$ cat src/rtl/pac_chek_param_if.sv
// Receive-side word stream feeding the packet checker: data word, qualifier and start-of-frame flag.
interface pac_chek_param_if #(
  parameter int unsigned DATA_W = 32
);
  logic [DATA_W-1:0] data;
  logic              data_valid;
  logic              sof;

  modport master (output data, output data_valid, output sof);
  modport slave  (input data, input data_valid, input sof);
endinterface

$ cat src/rtl/pac_chek_param.sv
// Incrementing-pattern frame checker: sof-framed, gap watchdog, registered per-frame verdict pulse
// and saturating clearable statistics.
module pac_chek_param #(
  parameter int unsigned       DATA_W    = 32,
  parameter int unsigned       FRAME_LEN = 40,
  parameter logic [DATA_W-1:0] SEED      = '0,
  parameter int unsigned       CNT_W     = 32,
  parameter int unsigned       TIMEOUT   = 1024
) (
  input  logic             i_pac_chek_clk,
  input  logic             i_rst_n,
  pac_chek_param_if.slave  pac_chek,
  input  logic             i_stat_clr,
  output logic [CNT_W-1:0] o_good_word_num,
  output logic [CNT_W-1:0] o_frame_num,
  output logic [CNT_W-1:0] o_good_frame_num,
  output logic [CNT_W-1:0] o_bad_frame_num,
  output logic [CNT_W-1:0] o_timeout_num,
  output logic             o_frame_done,
  output logic             o_frame_good,
  output logic             o_busy
);

  localparam int unsigned SumW = (DATA_W > CNT_W) ? DATA_W : CNT_W;
  localparam int unsigned GapW = (TIMEOUT == 0) ? 1 : $clog2(TIMEOUT + 1);
  localparam logic [CNT_W-1:0] LastIdx  = CNT_W'(FRAME_LEN - 1);
  localparam logic [CNT_W-1:0] FullCnt  = CNT_W'(FRAME_LEN);
  localparam logic [GapW-1:0]  GapLimit = GapW'(TIMEOUT);

  typedef enum logic [0:0] {StIdle, StData} state_e;

  state_e           state_q, state_d;
  logic [CNT_W-1:0] index_q, index_d;
  logic [GapW-1:0]  gap_q, gap_d;
  logic [CNT_W-1:0] good_word_q, good_word_d;
  logic [CNT_W-1:0] frame_num_q, frame_num_d;
  logic [CNT_W-1:0] good_frame_q, good_frame_d;
  logic [CNT_W-1:0] bad_frame_q, bad_frame_d;
  logic [CNT_W-1:0] timeout_q, timeout_d;
  logic             done_q, done_d;
  logic             good_q, good_d;

  logic              beat;
  logic              sof_beat;
  logic [SumW-1:0]   exp_sum;
  logic [DATA_W-1:0] exp_word;
  logic              word_match;
  logic              seed_match;
  logic              frame_start;
  logic              end_good;
  logic              end_bad;
  logic              end_timeout;

  function automatic logic [CNT_W-1:0] sat_inc(input logic [CNT_W-1:0] v);
    return (&v) ? v : v + CNT_W'(1);
  endfunction

  assign beat     = pac_chek.data_valid;
  assign sof_beat = beat & pac_chek.sof;

  // Expected word wraps modulo 2^DATA_W regardless of which of DATA_W/CNT_W is wider.
  always_comb begin
    exp_sum    = SumW'(SEED) + SumW'(index_q);
    exp_word   = exp_sum[DATA_W-1:0];
    word_match = (pac_chek.data == exp_word);
    seed_match = (pac_chek.data == SEED);
  end

  always_comb begin
    state_d     = state_q;
    index_d     = index_q;
    gap_d       = gap_q;
    good_word_d = good_word_q;
    frame_start = 1'b0;
    end_good    = 1'b0;
    end_bad     = 1'b0;
    end_timeout = 1'b0;

    if (sof_beat) begin
      // A sof beat in DATA aborts the running frame and is word 0 of the next one.
      frame_start = 1'b1;
      end_bad     = (state_q == StData);
      index_d     = CNT_W'(1);
      good_word_d = CNT_W'(seed_match);
      gap_d       = '0;
      if (FRAME_LEN == 1) begin
        index_d = '0;
        state_d = StIdle;
        if (seed_match) begin
          end_good = 1'b1;
        end else begin
          end_bad = 1'b1;
        end
      end else begin
        state_d = StData;
      end
    end else if (state_q == StData) begin
      if (beat) begin
        gap_d       = '0;
        good_word_d = good_word_q + CNT_W'(word_match);
        if (index_q == LastIdx) begin
          index_d = '0;
          state_d = StIdle;
          if (good_word_d == FullCnt) begin
            end_good = 1'b1;
          end else begin
            end_bad = 1'b1;
          end
        end else begin
          index_d = index_q + CNT_W'(1);
        end
      end else if (TIMEOUT != 0) begin
        gap_d = gap_q + GapW'(1);
        if (gap_d == GapLimit) begin
          gap_d       = '0;
          index_d     = '0;
          state_d     = StIdle;
          end_bad     = 1'b1;
          end_timeout = 1'b1;
        end
      end
    end
  end

  // Clear has priority over a same-cycle increment.
  always_comb begin
    frame_num_d  = frame_num_q;
    good_frame_d = good_frame_q;
    bad_frame_d  = bad_frame_q;
    timeout_d    = timeout_q;
    if (i_stat_clr) begin
      frame_num_d  = '0;
      good_frame_d = '0;
      bad_frame_d  = '0;
      timeout_d    = '0;
    end else begin
      if (frame_start) begin
        frame_num_d = sat_inc(frame_num_q);
      end
      if (end_good) begin
        good_frame_d = sat_inc(good_frame_q);
      end
      if (end_bad) begin
        bad_frame_d = sat_inc(bad_frame_q);
      end
      if (end_timeout) begin
        timeout_d = sat_inc(timeout_q);
      end
    end
    done_d = end_good | end_bad;
    good_d = end_good;
  end

  always_ff @(posedge i_pac_chek_clk or negedge i_rst_n) begin
    if (!i_rst_n) begin
      state_q      <= StIdle;
      index_q      <= '0;
      gap_q        <= '0;
      good_word_q  <= '0;
      frame_num_q  <= '0;
      good_frame_q <= '0;
      bad_frame_q  <= '0;
      timeout_q    <= '0;
      done_q       <= 1'b0;
      good_q       <= 1'b0;
    end else begin
      state_q      <= state_d;
      index_q      <= index_d;
      gap_q        <= gap_d;
      good_word_q  <= good_word_d;
      frame_num_q  <= frame_num_d;
      good_frame_q <= good_frame_d;
      bad_frame_q  <= bad_frame_d;
      timeout_q    <= timeout_d;
      done_q       <= done_d;
      good_q       <= good_d;
    end
  end

  assign o_good_word_num  = good_word_q;
  assign o_frame_num      = frame_num_q;
  assign o_good_frame_num = good_frame_q;
  assign o_bad_frame_num  = bad_frame_q;
  assign o_timeout_num    = timeout_q;
  assign o_frame_done     = done_q;
  assign o_frame_good     = good_q;
  assign o_busy           = (state_q == StData);

  a_good_implies_done: assert property (@(posedge i_pac_chek_clk) disable iff (!i_rst_n)
    o_frame_good |-> o_frame_done);
  a_single_verdict: assert property (@(posedge i_pac_chek_clk) disable iff (!i_rst_n)
    !(end_good && end_bad));

endmodule

$ cat src/flat_wrapper.sv
// flat-port wrapper written by rule: the top's interface ports become plain ports
module pac_chek_param_flat 
#(
  parameter int unsigned       DATA_W    = 32,
  parameter int unsigned       FRAME_LEN = 40,
  parameter logic [DATA_W-1:0] SEED      = '0,
  parameter int unsigned       CNT_W     = 32,
  parameter int unsigned       TIMEOUT   = 1024
)
  (i_pac_chek_clk, i_rst_n, i_stat_clr, o_good_word_num, o_frame_num, o_good_frame_num, o_bad_frame_num, o_timeout_num, o_frame_done, o_frame_good, o_busy, pac_chek_data, pac_chek_data_valid, pac_chek_sof);
  pac_chek_param_if #(.DATA_W(DATA_W)) pac_chek_i ();
  input  logic i_pac_chek_clk;
  input  logic i_rst_n;
  input  logic i_stat_clr;
  output logic [CNT_W-1:0] o_good_word_num;
  output logic [CNT_W-1:0] o_frame_num;
  output logic [CNT_W-1:0] o_good_frame_num;
  output logic [CNT_W-1:0] o_bad_frame_num;
  output logic [CNT_W-1:0] o_timeout_num;
  output logic o_frame_done;
  output logic o_frame_good;
  output logic o_busy;
  input wire logic [$bits(pac_chek_i.data)-1:0] pac_chek_data;
  input wire logic [$bits(pac_chek_i.data_valid)-1:0] pac_chek_data_valid;
  input wire logic [$bits(pac_chek_i.sof)-1:0] pac_chek_sof;
  assign pac_chek_i.data = pac_chek_data;
  assign pac_chek_i.data_valid = pac_chek_data_valid;
  assign pac_chek_i.sof = pac_chek_sof;
  pac_chek_param #(.DATA_W(DATA_W), .FRAME_LEN(FRAME_LEN), .SEED(SEED), .CNT_W(CNT_W), .TIMEOUT(TIMEOUT)) u_core (.i_pac_chek_clk(i_pac_chek_clk), .i_rst_n(i_rst_n), .pac_chek(pac_chek_i), .i_stat_clr(i_stat_clr), .o_good_word_num(o_good_word_num), .o_frame_num(o_frame_num), .o_good_frame_num(o_good_frame_num), .o_bad_frame_num(o_bad_frame_num), .o_timeout_num(o_timeout_num), .o_frame_done(o_frame_done), .o_frame_good(o_frame_good), .o_busy(o_busy));
endmodule
$ cat config.mk
export PLATFORM = sky130hd
export DESIGN_NAME = pac_chek_param_flat
export DESIGN_NICKNAME = d
export VERILOG_FILES = /design/src/rtl/pac_chek_param_if.sv /design/src/rtl/pac_chek_param.sv /design/src/flat_wrapper.sv
export SDC_FILE = /design/constraint.sdc
export NUM_CORES = 1
export LEC_CHECK = 0
export CELL_PAD_IN_SITES_DETAIL_PLACEMENT = 2
export CELL_PAD_IN_SITES_GLOBAL_PLACEMENT = 2
export CORE_AREA = 2 2 179 181
export CTS_CLUSTER_DIAMETER = 150
export DETAILED_ROUTE_END_ITERATION = 6
export DIE_AREA = 0 0 181 183
export DONT_BUFFER_PORTS = 1
export PLACE_DENSITY_LB_ADDON = 0.1
export SKIP_CTS_REPAIR_TIMING = 1
export SYNTH_ARGS = -nofsm -noshare
export SYNTH_HDL_FRONTEND = slang
export SYNTH_SLANG_ARGS = --single-unit
$ cat constraint.sdc
create_clock -name i_pac_chek_clk -period 5.9 [get_ports i_pac_chek_clk]
set_input_delay 0.59 -clock i_pac_chek_clk [delete_from_list [all_inputs] [get_ports i_pac_chek_clk]]
set_output_delay 0.59 -clock i_pac_chek_clk [all_outputs]
set_load 0.1 [all_outputs]
# --- Word-level counts from Yosys, hierarchy flattened ---
# Cells that the tools add are included.
# W data, S select, Z words.
totals:
  regBits: 206
  inputBits: 37
  output_inout_bits: 163
  wordCells: 89
classes:
  n_addsub: 7
  eq_ne: 8
  muxes: 44
  bitwise_logic: 2
  n_reduce_logical: 18
ops:
  columns: ["cell", "count"]
  rows:
  - ["$mux W32", 20]
  - ["$add A32 B1 Y32 const B", 5]
  - ["$reduce_and A32 Y1", 4]
  - ["$eq A32 B6 Y1 const B", 2]
  - ["$mux W11", 4]
  - ["$add A32 B1 Y32", 1]
  - ["$eq A32 B32 Y1", 1]
  - ["$logic_not A32 Y1", 1]
  - ["$mux W1", 20]
  - ["$reduce_and A2 Y1", 6]
  - ["$reduce_bool A2 Y1", 6]
  - ["$add A11 B1 Y11 const B", 1]
  - ["$eq A11 B11 Y1 const B", 1]
  - ["$ne A2 B2 Y1 const B", 4]
  - ["$reduce_bool A3 Y1", 1]
  - ["$and A1 B1 Y1", 1]
  - ["$or A1 B1 Y1", 1]

# --- Logic depth before layout (Yosys ltp) ---
# Gate-level depths: netlist (run 1).
depth:
  word_depth: 10
  mapped_depth: 20
  ltp_nobuf: 15

# --- Worst setup path before layout (run 1) ---
# No wires, ideal clock.
synth_path:
  kind: "input-to-reg"
  from: "in pac_chek_data[29]"
  to: "reg u_core.good_frame_q[15], in the netlist u_core.o_good_frame_num[15]"
  arrival_ns: 4.292
  required_time_ns: 5.822
  path_slack_ns: 1.530
  path_stages: 17
  path_buffers: 2
  cell_sequence: "xor2_1 -> nor4_1 -> nand4_1 -> nor2_1 -> ha_1 -> ha_1 -> buf_2 -> nand4_1 -> nor3_1 -> nand2_1 -> xnor2_1 -> nor4_1 -> nand2_1 -> or3_1 -> buf_2 -> or4_1 -> a21oi_1"
synth_via:
  elab_chain_cells: 10
synth_lines:
  columns: ["element", "line_no", "source"]
  rows:
  - ["start, declared", "flat_wrapper.sv:23", "input wire logic [$bits(pac_chek_i.data)-1:0] pac_chek_data;"]
  - ["$eq A32 B32 Y1", "pac_chek_param.sv:65", "word_match = (pac_chek.data == exp_word);"]
  - ["$add A32 B1 Y32", "pac_chek_param.sv:100", "good_word_d = good_word_q + CNT_W'(word_match);"]
  - ["$eq A32 B6 Y1", "pac_chek_param.sv:104", "if (good_word_d == FullCnt) begin"]
  - ["$mux W1", "pac_chek_param.sv:104", null]
  - ["$mux W1", "pac_chek_param.sv:101", "if (index_q == LastIdx) begin"]
  - ["$mux W1", "pac_chek_param.sv:98", "if (beat) begin"]
  - ["$mux W1", "pac_chek_param.sv:97", "end else if (state_q == StData) begin"]
  - ["$mux W1", "pac_chek_param.sv:79", "if (sof_beat) begin"]
  - ["$reduce_bool A2 Y1 (no source line)", null, null]
  - ["$reduce_and A2 Y1 (no source line)", null, null]
  - ["end signal, assigned", "pac_chek_param.sv:172", "good_frame_q <= good_frame_d;"]
  - ["end, declared", "pac_chek_param.sv:37", "logic [CNT_W-1:0] good_frame_q, good_frame_d;"]
# No other way between the ends.
# A chain may end at the register's enable or synchronous reset.

# --- Final worst setup path (run 1) ---
layout_path:
  from: "reg u_core.index_q[0]"
  to: "reg u_core.good_frame_q[23], in the netlist u_core.o_good_frame_num[23]"
layout_via:
  elab_chain_cells: 10
  elab_cells_between_ends: 11
  classes_between: "add/sub: 1; eq/ne: 3; mux: 5; reduce/logical: 2"
layout_lines:
  columns: ["element", "line_no", "source"]
  rows:
  - ["start, declared", "pac_chek_param.sv:33", "logic [CNT_W-1:0] index_q, index_d;"]
  - ["start signal, assigned", "pac_chek_param.sv:168", "index_q <= index_d;"]
  - ["$eq A32 B32 Y1", "pac_chek_param.sv:65", null]
  - ["$add A32 B1 Y32", "pac_chek_param.sv:100", null]
  - ["$eq A32 B6 Y1", "pac_chek_param.sv:104", null]
  - ["$mux W1", "pac_chek_param.sv:104", null]
  - ["$mux W1 (*)", "pac_chek_param.sv:101", null]
  - ["$mux W1 (*)", "pac_chek_param.sv:98", null]
  - ["$mux W1 (*)", "pac_chek_param.sv:97", null]
  - ["$mux W1 (*)", "pac_chek_param.sv:79", null]
  - ["$reduce_bool A2 Y1 (no source line) (*)", null, null]
  - ["$reduce_and A2 Y1 (no source line) (*)", null, null]
# Mark *: on every way between the ends. The rest lies on a longest branch, timed or not.

==> results of run 1 <==
[metrics by stage]
step / cell area, µm² / hold slack (ns) / util, % / total power [mW]
6_report: 13400 / -0.0414 / 43.0 / 3.24
5_1_grt: 13400 / 0.104 / 43.0 / 3.36
4_1_cts: 13400 / -0.279 / 43.0 / 3.26
3_5_place_dp: 12500 / 0.301 / 40.1 / 1.59
3_3_place_gp: 12500 / 0.300 / 40.1 / 1.59
2_1_floorplan: 12000 / 0.294 / - / 1.57
[cell families after synthesis]
family                     count (synthesis)  share of synthesized area [%]
buffers and inverters                    104                           3.46
xor gates and xnor gates                 105                           7.64
muxes                                     18                           1.60
and+or+nand+nor                          673                           29.9
DFF                                      206                           42.8
AOI/OAI and AO/OA                        285                           13.8
adders and majority gates                  8                          0.832
[where the power goes]
part	leakage, nW	total, mW	internal [mW]	switching (mW)
Combinational	2.19	0.139	0.0352	0.104
Sequential	2.87	1.46	1.42	0.0352
Clock	0.437	1.65	0.979	0.669
[worst max path at each step]
stage | startpoint | end | slack [ns] | depth (start not counted)
2_1_floorplan | pac_chek_data[29] | u_core.o_good_frame_num[15] | 1.53 | 17
3_3_place_gp | pac_chek_data[28] | u_core.o_good_frame_num[15] | 0.70 | 15
3_5_place_dp | pac_chek_data[18] | u_core.o_good_frame_num[15] | 0.55 | 15
4_1_cts | u_core.index_q[10] | u_core.o_good_frame_num[23] | 0.54 | 15
5_1_grt | u_core.index_q[10] | u_core.o_good_frame_num[28] | 0.02 | 15
6_report | u_core.index_q[0] | u_core.o_good_frame_num[23] | 0.53 | 15
[metal layers]
metal,up-vias,wire length [µm],track usage (%)
met3,47,2200,4.90
met2,199,19300,40.8
li1,5056,-,-
met1,5651,17900,32.8
met4,0,657,4.26
met5,-,0,0
[flip-flops by register name (all words and copies together) (netlist names)]
register / flops
u_core.o_timeout_num: 32
u_core.o_busy: 1
u_core.o_frame_done: 1
u_core.o_good_word_num: 32
u_core.o_bad_frame_num: 32
u_core.gap_q: 11
u_core.o_frame_num: 32
u_core.index_q: 32
u_core.o_good_frame_num: 32
u_core.o_frame_good: 1
[area by class of cell]
type | count | area [µm²] | area share [%]
inverters | 24 | 90.1 | 0.670
multi-input cells | 1089 | 6480 | 48.2
well taps | 402 | 503 | 3.74
clock inverters | 9 | 76.3 | 0.568
repair buffers | 42 | 335 | 2.49
flip-flops and latches | 206 | 5150 | 38.4
clock buffers | 39 | 801 | 5.96
[cell usage in the layout (no fill, tap or decap), drive strengths merged, types with 2 or more instances in the layout]
master,netlist,final
a21o,7,7
a21oi,71,71
a22o,4,4
a31o,2,2
a31oi,15,15
and2,14,14
and3,41,41
and4,23,23
buf,19,42
clkbuf,61,39
clkinv,2,8
dfrtp,206,206
ha,8,8
inv,22,23
mux2,10,10
mux2i,8,8
nand2,123,123
nand2b,5,5
nand3,76,76
nand3b,3,3
nand4,57,57
nor2,152,152
nor2b,21,21
nor3,27,27
nor3b,4,4
nor4,39,39
nor4b,6,6
o211ai,2,2
o21ai,131,131
o22ai,2,2
o31ai,32,32
o41ai,9,9
or2,3,3
or3,45,45
or4,29,29
xnor2,34,34
xor2,71,71
==> out/metrics.yaml, run 1 <==
place:
  hpwl_um: 27500
  place.gp.congestion: 0.802
  portBuffers: 0
  dp_cells: 1762
  dp_slack_ns: 0.548
floorplanning:
  coreArea_um2: 31200
  die-area_um2: 33100
  num_rows: 65
  io_pins: 200
  die_x_um: 181
  die_y_um: 183
  start_util_pct: 38.5
clock_network:
  cts.path.max_buffers: 3
  insertion_delay_ns: 0.55
  cts_made_buffers: 27
  clkSinkCount: 206
  path_clk_slew_ns: 0.06
  cts_tree: "done"
  root_buffer: "clkbuf_16"
  htreeDepth: 1
sta:
  slew_headroom_pct: 9.84
  post-route-period-util_pct: 91.0
  drv_slew: 0
  setup_viol: 0
  finalSetupTns_ns: 0
  worst_slew_pin_slew_ns: 1.35
  fin_skew_ns: 0.0257
  finalHoldViolCount: 8
  whs_ns: -0.0414
  fin_ws_ns: 0.530
  fmax_ghz: 0.186
  rsz0062_at_grt: "false"
  final.min_clock_period_ns: 5.37
finish:
  diodes: 0
  layout.nets: 1435
  drive_gt1_share_pct: 8.09
  layout.cells.non_filler: 1811
  fill_cells: 3507
  areaGrowthSynthToFinish_pct: 11.7
power_and_ir_drop:
  ir_worst_vdd_v: 0.000195
  p_leak_nw: 5.50
  power.density_nw_per_um2: 241
detailed_routing:
  vias: 11000
  ant_nets: 0
  initialDrtViolationCount: 442
  vias_per_cell: 6.05
  drtPass1Iterations: 5
  wl_per_cell_um: 22.2
  routed_wl_um: 40100
  drcViolationCount: 0
global_route:
  first_global_vias: 11700
  track_usage_pct: 24.2
  grt_pass1_wl_um: 65800
  overflow: 0
  grt_max_degree: 207
  antenna_found_initial: 0
critical_path:
  cp_data_required_time_ns: 6.37
  r2r_setup_slack_ns: 0.53
  start_kind: "register"
  crit_path_top_delay_cell: "or4_1"
  reg2reg_to: "u_core.o_good_frame_num[23]"
  path_buf_inv: 0
  critPathArrivalTime_ns: 5.84
  worstPathCellList: "xor2_1, nor4_1, nand4_1, nor2_1, ha_1, ha_1, nand4_1, nor4_2, nor4b_1, nor3b_1, nor4_1, nand2_1, or4_1, or4_1, nand2_1"
  worst_r2r_path_depth: 15
  critPathMaxStageDelay_ns: 0.67
  cp_top_family: "simple AND/OR/NAND/NOR gates"
  endpoint_kind: "register"
  critPathKind: "reg -> reg"
  r2r_start: "u_core.index_q[0]"
  path_max_fanout: 9
logic_synthesis:
  synth_cell_types: 64
  synth_most_common_cell: "dfrtp_1"
  synth_top_cells_by_count: "dfrtp_1 (206), nor2_1 (152), o21ai_0 (127)"
  synth_area_um2: 12000
  synth_edf_count: 0
  syn_inst: 1399
  synth_area_per_cell_um2: 8.60
  synth_nets: 1444
  ys_warn_count: 0
  yosys.area.top_type: "dfrtp_1"
  synth_area_leaders: "dfrtp_1 (43%), o21ai_0 (5.3%), xor2_1 (5.2%)"
  seq_area_frac_synth_pct: 42.8
  netlist.area_leader.share_pct: 42.8
  synth_seq_cells: 206
  postSynth.asyncResetShare_pct: 100
  yosys_most_used_dff: "dfrtp_1"
min_path:
  hold_class: "in -> async"
status:
  violations: "hold timing"
  status: "complete, but fails checks"
flow_run:
  cap_violations: 0
Power figures use the tool's default switching activity.
==> run 2, diff against run 1 <==
--- a/config.mk
+++ b/config.mk
@@ -5,12 +5,13 @@
 export SDC_FILE = /design/constraint.sdc
 export NUM_CORES = 1
 export LEC_CHECK = 0
-export CELL_PAD_IN_SITES_DETAIL_PLACEMENT = 2
-export CELL_PAD_IN_SITES_GLOBAL_PLACEMENT = 2
-export CORE_AREA = 2 2 179 181
+export CELL_PAD_IN_SITES_DETAIL_PLACEMENT = 1
+export CELL_PAD_IN_SITES_GLOBAL_PLACEMENT = 1
+export CORE_AREA = 2 2 162 164
 export CTS_CLUSTER_DIAMETER = 150
+export CTS_CLUSTER_SIZE = 30
 export DETAILED_ROUTE_END_ITERATION = 6
-export DIE_AREA = 0 0 181 183
+export DIE_AREA = 0 0 164 166
 export DONT_BUFFER_PORTS = 1
 export PLACE_DENSITY_LB_ADDON = 0.1
 export SKIP_CTS_REPAIR_TIMING = 1
==> run 2 against run 1 <==
Compared with the run above: first-iteration DRC count is 40% higher; cell area is 5.3% lower; clock power is 48% lower; combinational power is 4% lower; sequential power hardly changed; sequential cell count stayed put; non-clock buffer count is 7 lower; largest power group is now sequential cells; the run now ends clean.
==> out/metrics.yaml, run 2 (synthesis gave the netlist of run 1 again) <==
critical_path:
  worstPathCellList: "xor2_1, nor4_1, nand4_1, nor2_1, ha_1, ha_1, nand4_1, nor4_2, nor4b_1, nor3b_1, nor4_1, nand2_1, or3_1, or4_1, a21oi_1"
  critPathArrivalTime_ns: 5.61  # -0.23 ns
  r2r_start: "u_core.index_q[11]"
  critPathMaxStageDelay_ns: 0.57  # -0.10 ns
  start_kind: "register"
  reg2reg_to: "u_core.o_good_frame_num[15]"
  cp_data_required_time_ns: 6.32  # -0.05 ns
  worst_r2r_path_depth: 15  # unchanged
  r2r_setup_slack_ns: 0.70  # +0.17 ns
  cp_top_family: "simple AND/OR/NAND/NOR gates"
  endpoint_kind: "register"
  crit_path_top_delay_cell: "or3_1"
  path_buf_inv: 0  # unchanged
  path_max_fanout: 9  # unchanged
  critPathKind: "reg -> reg"
finish:
  diodes: 0  # unchanged
  final_cell_mix: "dfrtp_1 (206), nor2_1 (152), o21ai_0 (126)"
  areaGrowthSynthToFinish_pct: 5.80
  drive_gt1_share_pct: 5.49  # -2.6 points
  fill_cells: 2998  # -15%
  layout.nets: 1411  # -1.7%
  final_common_cell: "dfrtp_1"
detailed_routing:
  drtPass1Iterations: 5  # unchanged
  wl_per_cell_um: 20.6  # -6.9%
  vias_per_cell: 6.22  # +2.8%
  drcViolationCount: 0  # unchanged
  initialDrtViolationCount: 621  # +40%
  ant_nets: 0  # unchanged
  routed_wl_um: 35100  # -13%
  vias: 10600  # -3.5%
sta:
  slew_headroom_pct: 16.6  # +6.8 points
  worst_slew_pin_slew_ns: 1.25  # -0.102 ns
  rsz0062_at_grt: "false"
  fmax_ghz: 0.192  # +3.3%
  drv_slew: 0  # unchanged
  setup_viol: 0  # unchanged
  finalSetupTns_ns: 0  # unchanged
  finalHoldViolCount: 0  # -8
  post-route-period-util_pct: 88.1  # -2.9 points
  final.min_clock_period_ns: 5.20  # -0.172 ns
  fin_skew_ns: 0.0245  # -0.00122 ns
floorplanning:
  num_rows: 59  # -9.2%
  io_pins: 200  # unchanged
  coreArea_um2: 25600  # -18%
  die_x_um: 164  # -9.4%
  die_y_um: 166  # -9.3%
  start_util_pct: 47.0  # +8.4 points
  die-area_um2: 27200  # -18%
global_route:
  first_global_vias: 10800  # -8.1%
  grt_pass1_wl_um: 57100  # -13%
  grt_max_degree: 207  # unchanged
  track_usage_pct: 25.4  # +1.2 points
  antenna_found_initial: 0  # unchanged
  overflow: 0  # unchanged
flow_run:
  cap_violations: 0  # unchanged
place:
  portBuffers: 0  # unchanged
  hpwl_um: 24600  # -10%
  place.gp.congestion: 0.851  # +6.1%
status:
  status: "completed"
clock_network:
  cts.path.max_buffers: 3  # unchanged
  path_clk_slew_ns: 0.13  # +0.07 ns
  clkSinkCount: 206  # unchanged
  cts_made_buffers: 10  # -63%
  insertion_delay_ns: 0.49  # -0.06 ns
  htreeDepth: 1  # unchanged
  root_buffer: "clkbuf_16"
  cts_tree: "done"
min_path:
  hold_class: "in -> async"
power_and_ir_drop:
  finalPower_mw: 2.44  # -25%
  ir_worst_vdd_v: 0.000187  # -3.8%
  p_leak_nw: 5.17  # -5.9%
  power.density_nw_per_um2: 192  # -20%
[run 2: per-layer routing]
| layer | vias up | share of wire [%] | GRT usage (%) |
|---|---|---|---|
| met1 | 5336 | 44 | 34.3 |
| met2 | 214 | 48 | 42.6 |
| li1 | 4990 | - | - |
| met4 | 0 | 1.4 | 4.35 |
| met5 | - | 0 | 0 |
| met3 | 33 | 6.1 | 5.52 |
[run 2: stage by stage]
step           area [µm²]  hold slack (ns)  util [%]  setup slack (ns)  std cells
3_3_place_gp        12400            0.300      48.4             0.795       1688
4_1_cts             12700           -0.229      49.6             0.702       1700
6_report            12700           0.0414      49.7             0.702       1701
2_1_floorplan       12000            0.294         -              1.53       1399
5_1_grt             12700            0.146      49.7             0.345       1701
3_5_place_dp        12400            0.302      48.4             0.619       1688
[run 2: layout make-up]
type | instances | area (µm²) | share of cell area (%)
Clock buffer | 11 | 275 | 2.16
Clock inverter | 1 | 30.0 | 0.236
Inverter | 24 | 90.1 | 0.707
Multi-Input combinational cell | 1089 | 6480 | 50.9
Sequential cell | 206 | 5150 | 40.5
Tap cell | 335 | 419 | 3.29
Timing Repair Buffer | 35 | 283 | 2.22
[run 2: power breakdown]
part	internal, mW	switching [mW]	total [mW]
logic	0.0352	0.0993	0.134
clock network	0.383	0.472	0.855
registers	1.42	0.0344	1.45
total	1.84	0.606	2.44
[run 2: worst max-delay path by stage]
stage                             from                           to  cells past startpoint
finish              u_core.index_q[11]  u_core.o_good_frame_num[15]                     15
global route        u_core.index_q[11]  u_core.o_good_frame_num[15]                     15
CTS                 u_core.index_q[11]  u_core.o_good_frame_num[15]                     15
detailed placement   pac_chek_data[29]  u_core.o_good_frame_num[12]                     15
global placement     pac_chek_data[23]  u_core.o_good_frame_num[15]                     15
floorplan            pac_chek_data[29]  u_core.o_good_frame_num[15]                     17
